[config.mk]
export PLATFORM = sky130hd
export DESIGN_NAME = wb_arbiter
export DESIGN_NICKNAME = d
export VERILOG_FILES = /design/src/rtl/wb_arbiter.sv
export SDC_FILE = /design/constraint.sdc
export NUM_CORES = 1
export LEC_CHECK = 0
export BUFFER_PORTS_ARGS = -buffer_cell sky130_fd_sc_hd__buf_2
export CELL_PAD_IN_SITES_DETAIL_PLACEMENT = 1
export CELL_PAD_IN_SITES_GLOBAL_PLACEMENT = 1
export CORE_MARGIN = 2
export CORE_UTILIZATION = 51
export DETAILED_ROUTE_END_ITERATION = 10
export GPL_TIMING_DRIVEN = 0
export HOLD_SLACK_MARGIN = 0.15
export PLACE_DENSITY_LB_ADDON = 0.1
export SLEW_MARGIN = 20
export SYNTH_ARGS = -nofsm -noshare
export SYNTH_HDL_FRONTEND = slang
export SYNTH_SLANG_ARGS = --single-unit
[constraint.sdc]
create_clock -name clk -period 5.7 [get_ports clk]
set_input_delay 1.14 -clock clk [delete_from_list [all_inputs] [get_ports clk]]
set_output_delay 1.14 -clock clk [all_outputs]
set_load 0.005 [all_outputs]
[src/rtl/wb_arbiter.sv]
// wb_arbiter: write-back stage feeding the register file write port.
// Merges never-stalled ALU results with load results buffered in a small
// FIFO, keeps write-after-write order (ALU results are always younger than
// buffered loads) and exports a mask of registers with live loads in flight.
module wb_arbiter #(
  parameter int DATA_W = 32,
  parameter int ADDR_W = 5,
  parameter int DEPTH  = 4
) (
  input  logic                      clk,
  input  logic                      rst_n,
  input  logic                      alu_valid,
  input  logic [ADDR_W-1:0]         alu_rd,
  input  logic [DATA_W-1:0]         alu_data,
  input  logic                      mem_valid,
  output logic                      mem_ready,
  input  logic [ADDR_W-1:0]         mem_rd,
  input  logic [DATA_W-1:0]         mem_data,
  output logic                      we3,
  output logic [ADDR_W-1:0]         wa3,
  output logic [DATA_W-1:0]         wd3,
  output logic [(2**ADDR_W)-1:0]    pending,
  output logic [$clog2(DEPTH):0]    count
);

  localparam int PTR_W = $clog2(DEPTH);
  localparam int CNT_W = PTR_W + 1;
  localparam int NREG  = 2**ADDR_W;
  localparam logic [CNT_W-1:0]  DEPTH_C = CNT_W'(DEPTH);
  localparam logic [ADDR_W-1:0] ZERO_RD = {ADDR_W{1'b0}};

  // FIFO storage
  logic [ADDR_W-1:0] rd_r   [DEPTH];
  logic [DATA_W-1:0] data_r [DEPTH];
  logic [DEPTH-1:0]  live_r;
  logic [PTR_W-1:0]  wptr_r;
  logic [PTR_W-1:0]  rptr_r;
  logic [CNT_W-1:0]  count_r;
  logic              ready_r;

  // Output registers
  logic              we3_r;
  logic [ADDR_W-1:0] wa3_r;
  logic [DATA_W-1:0] wd3_r;
  logic [NREG-1:0]   pending_r;

  // Next-state signals
  logic              push_s;
  logic              pop_s;
  logic              kill_s;
  logic [ADDR_W-1:0] rd_nxt_s   [DEPTH];
  logic [DATA_W-1:0] data_nxt_s [DEPTH];
  logic [DEPTH-1:0]  live_nxt_s;
  logic [NREG-1:0]   pending_nxt_s;
  logic [CNT_W-1:0]  count_nxt_s;
  logic              we_nxt_s;
  logic [ADDR_W-1:0] wa_nxt_s;
  logic [DATA_W-1:0] wd_nxt_s;

  // mem_ready comes straight from a register, so no input reaches it combinationally.
  assign push_s = mem_valid && ready_r;
  // The ALU owns the write port whenever it is valid; the FIFO only drains in idle ALU cycles.
  assign pop_s  = !alu_valid && (count_r != {CNT_W{1'b0}});
  assign kill_s = alu_valid && (alu_rd != ZERO_RD);

  assign mem_ready = ready_r;
  assign we3       = we3_r;
  assign wa3       = wa3_r;
  assign wd3       = wd3_r;
  assign pending   = pending_r;
  assign count     = count_r;

  // Slot contents after this edge: the tail slot takes the offered load on a push.
  always_comb begin
    for (int i = 0; i < DEPTH; i++) begin
      if (push_s && (wptr_r == PTR_W'(i))) begin
        rd_nxt_s[i]   = mem_rd;
        data_nxt_s[i] = mem_data;
      end else begin
        rd_nxt_s[i]   = rd_r[i];
        data_nxt_s[i] = data_r[i];
      end
    end
  end

  // Live bits after this edge: WAW kill, then pop invalidation, then push (killed if it collides with the ALU).
  always_comb begin
    live_nxt_s = live_r;
    for (int i = 0; i < DEPTH; i++) begin
      if (kill_s && (rd_r[i] == alu_rd)) begin
        live_nxt_s[i] = 1'b0;
      end else begin
        live_nxt_s[i] = live_nxt_s[i];
      end
    end
    if (pop_s) begin
      live_nxt_s[rptr_r] = 1'b0;
    end else begin
      live_nxt_s[rptr_r] = live_nxt_s[rptr_r];
    end
    if (push_s) begin
      live_nxt_s[wptr_r] = !(kill_s && (mem_rd == alu_rd));
    end else begin
      live_nxt_s[wptr_r] = live_nxt_s[wptr_r];
    end
  end

  // Pending mask built from the post-edge live entries; register 0 is never pending.
  always_comb begin
    pending_nxt_s = {NREG{1'b0}};
    for (int i = 0; i < DEPTH; i++) begin
      if (live_nxt_s[i]) begin
        pending_nxt_s[rd_nxt_s[i]] = 1'b1;
      end else begin
        pending_nxt_s = pending_nxt_s;
      end
    end
    pending_nxt_s[0] = 1'b0;
  end

  // Occupancy counts killed entries too; simultaneous push and pop leave it unchanged.
  always_comb begin
    count_nxt_s = count_r;
    case ({push_s, pop_s})
      2'b10:   count_nxt_s = count_r + CNT_W'(1);
      2'b01:   count_nxt_s = count_r - CNT_W'(1);
      default: count_nxt_s = count_r;
    endcase
  end

  // Write-port selection: ALU first, then FIFO head; otherwise address/data hold.
  always_comb begin
    we_nxt_s = 1'b0;
    wa_nxt_s = wa3_r;
    wd_nxt_s = wd3_r;
    if (alu_valid) begin
      we_nxt_s = (alu_rd != ZERO_RD);
      wa_nxt_s = alu_rd;
      wd_nxt_s = alu_data;
    end else if (pop_s) begin
      we_nxt_s = live_r[rptr_r] && (rd_r[rptr_r] != ZERO_RD);
      wa_nxt_s = rd_r[rptr_r];
      wd_nxt_s = data_r[rptr_r];
    end else begin
      we_nxt_s = 1'b0;
    end
  end

  // State and output registers; reset drops every buffered load without writing it.
  always_ff @(posedge clk or negedge rst_n) begin
    if (!rst_n) begin
      for (int i = 0; i < DEPTH; i++) begin
        rd_r[i]   <= ZERO_RD;
        data_r[i] <= {DATA_W{1'b0}};
      end
      live_r    <= {DEPTH{1'b0}};
      wptr_r    <= {PTR_W{1'b0}};
      rptr_r    <= {PTR_W{1'b0}};
      count_r   <= {CNT_W{1'b0}};
      ready_r   <= 1'b0;
      we3_r     <= 1'b0;
      wa3_r     <= ZERO_RD;
      wd3_r     <= {DATA_W{1'b0}};
      pending_r <= {NREG{1'b0}};
    end else begin
      for (int i = 0; i < DEPTH; i++) begin
        rd_r[i]   <= rd_nxt_s[i];
        data_r[i] <= data_nxt_s[i];
      end
      live_r    <= live_nxt_s;
      wptr_r    <= push_s ? (wptr_r + PTR_W'(1)) : wptr_r;
      rptr_r    <= pop_s ? (rptr_r + PTR_W'(1)) : rptr_r;
      count_r   <= count_nxt_s;
      ready_r   <= (count_nxt_s < DEPTH_C);
      we3_r     <= we_nxt_s;
      wa3_r     <= wa_nxt_s;
      wd3_r     <= wd_nxt_s;
      pending_r <= pending_nxt_s;
    end
  end

endmodule

==> flow_summary.ini <==
[detailed_routing]
dr.first_iter.drc_count = 398
wl_met2_um = 16070
drt_wl_total_um = 31530
wl_met3_um = 1404
drtPass1Iterations = 4
m1WireLength_um = 13310
drtAntennaViolNets = 0
num_vias = 8019
routed_via_density = 5.975
drc_errors = 0
dr.max_layer_used = met4
wire_per_inst_um = 23.49

[clock_network]
cts_setup_buffers = 0
htree_levels = 1
cts_tree = built
clock_path_buffers = 3
cts_hold_buf = 0
cts_sinks = 229
clkSlewWorstSetupHoldPaths_ns = 0.06
clk_latency_ns = 0.52
cts_root_buf = clkbuf_16
cts_resized = 0
cts_buffers = 25

[die]
die_x_um = 152.9
rows = 54
die_h_um = 152.9
initial_core_util_pct = 51.82
core_um2 = 21820
dieArea_um2 = 23380
ios = 152

[finish]
mostFrequentLayoutCells = 229 x dfrtp_1, 146 x buf_2, 132 x mux2_2, 86 x nand2_1, 51 x mux2i_1
fillers = 2217
layout-drive-gt1-share_pct = 37.92
final_common_cell = dfrtp_1
nets = 1131
area_growth_pct = 17.80

[critical_path]
crit_required_ns = 6.07
cp_cell_sequence = buf_4 > or4_4 > o21ai_4 > o41ai_2 > a22oi_1 > and2_2 > a211oi_2 > nor4_4 > nand2_1 > o211ai_1
cp_slowest_cell = o41ai_2
crit_buf_inv = 1
slowest_delay_ns = 0.82
worst_setup_path_end_kind = flip-flop
startpoint_type = input pin
worstPathArrival_ns = 4.23
cp_max_fo = 8
criticalPathCategory = in -> reg
path_delay_family = compound AO/OA/AOI/OAI gates

[synthesis]
synthDistinctLibCells = 58
synth_area_per_cell_um2 = 13.03
yosys.area.top_type = dfrtp_1
synth-edff-count = 0
netlist.area_leader.share_pct = 50.67
synthCells = 868
synth-seq-cells = 229
ys_seq_area_share_pct = 50.67
ys_top_cells_by_area = dfrtp_1 51%, mux2_2 13%, mux4_2 7.6%
async_flop_share_pct = 100.0
syn-num-nets = 956
netlist_area_um2 = 11310
ys_warn_count = 0
synth_flop_cell = dfrtp_1

[power_and_ir_drop]
p_leak_nw = 5.952
finalPower_mw = 8.168
power_density_nw_per_um2 = 613.2
ir_drop_mv = 0.3155

[placed_design]
portBuffers = 145
dp_hpwl_um = 22220
gp_routability_congestion = 0.9148

[sta]
fmaxAchievable_mhz = 258.9
rsz0062_at_grt = no
hold_viol = 0
final.setup.tns_ns = 0
clock-skew-final_ns = 0.01659
finalSetupViolCount = 0
fin_crit_ns = 3.862
worst_pin_slew_ns = 0.9915
timing.final.crit_share_pct = 67.76
slew_viol_final = 0
slew_headroom_pct = 33.90

[grt]
grt_max_degree = 89
track_usage_pct = 27.27
grt_pass1_vias = 8864
grt_pass1_wl_um = 50230
grt_overflow = 0
antenna_found_initial = 2

[flow_run]
drv_cap = 0

[min_path]
hp-class = reg -> reg

[status]
outcome = completed
-- synth_stat cells (5+ instances only) --
cell type,instances
mux4_2,38
xnor2_1,25
buf_1,10
inv_1,35
nor3_1,15
mux2i_1,51
dfrtp_1,229
a22oi_1,32
a222oi_1,5
nor4_4,6
mux2_2,132
o211ai_1,32
nand2_1,86
nand3_1,13
nor2_1,25
xor2_1,5
clkbuf_1,25
o21ai_0,35
ha_1,9
-- metal layers --
layer  vias up  global-route usage (%)
met4         0                   7.540
met5         -                       0
met1      4197                   35.83
met3        51                   3.431
li1       3561                       -
met2       210                   47.98
-- sequential cells by signal, summed over array words and instances, names as in the netlist, 2 cells and up --
signal	cells
data_r	128
wd3	32
pending	31
rd_r	20
wa3	5
live_r	4
count	3
rptr_r	2
wptr_r	2
-- tightest hold or removal path, delay by kind of cell (launching register included) --
kind,cells,cell delay [ns]
flops,1,0.34
compound gates,1,0.06
simple gates,1,0.04
-- cells by family (layout without fill, tap and decap cells) --
| logic type | Yosys count | count (layout) | share of synthesized area [%] |
|---|---|---|---|
| xor gates and xnor gates | 30 | 30 | 2.324 |
| adders and majority gates | 10 | 10 | 1.173 |
| and+or+nand+nor | 171 | 171 | 8.874 |
| other | 1 | 3 | 0.03316 |
| DFF | 229 | 229 | 50.67 |
| buffers and inverters | 77 | 269 | 2.777 |
| AOI/OAI and AO/OA | 129 | 129 | 8.918 |
| muxes | 221 | 221 | 25.23 |
-- per-stage QoR --
step / instance area, um2 / setup WS (ns) / hold slack, ns / util (%) / cells
after floorplan: 11310 / 2.047 / 0.4733 / - / 868
after global placement: 12380 / -0.5639 / 0.4559 / 56.75 / 1293
after detailed placement: 12460 / 1.394 / 0.4664 / 57.11 / 1296
after CTS: 13320 / 1.939 / 0.4794 / 61.02 / 1340
after global routing: 13320 / 1.721 / 0.4992 / 61.04 / 1342
final: 13320 / 1.838 / 0.4749 / 61.04 / 1342
-- final timing paths --
check	start	endpoint	slack, ns	depth (start not counted)
worst max-delay path	alu_rd[4]	pending[16]$_DFF_PN0_	1.84	10
worst min-delay path	wd3[7]$_DFFE_PN0P_	wd3[7]$_DFFE_PN0P_	0.47	2
worst max register to register	rptr_r[0]$_DFFE_PN0P_	pending[19]$_DFF_PN0_	2.20	11
worst min register to register	wd3[7]$_DFFE_PN0P_	wd3[7]$_DFFE_PN0P_	0.47	2
max in group asynchronous	rst_n	wd3[28]$_DFFE_PN0P_	4.25	2
min in group asynchronous	rst_n	wd3[8]$_DFFE_PN0P_	0.58	1
-- power by group --
part	internal, mW	switching (mW)
clock network	1.00	0.650
registers	2.42	0.481
logic	1.65	1.97
-- final cells by class --
type / instances / area, um2 / area share (%)
clock buffer: 39 / 798.3 / 5.992
timing repair buffer: 148 / 798.3 / 5.992
sequential: 229 / 5731 / 43.02
buffer: 42 / 182.7 / 1.371
clock inverter: 5 / 55.05 / 0.4133
tap: 280 / 350.3 / 2.630
multi-input combinational: 562 / 5270 / 39.56
inverter: 35 / 131.4 / 0.9862
antenna: 2 / 5.005 / 0.03757
No activity file was read; power rests on OpenSTA's default activity.
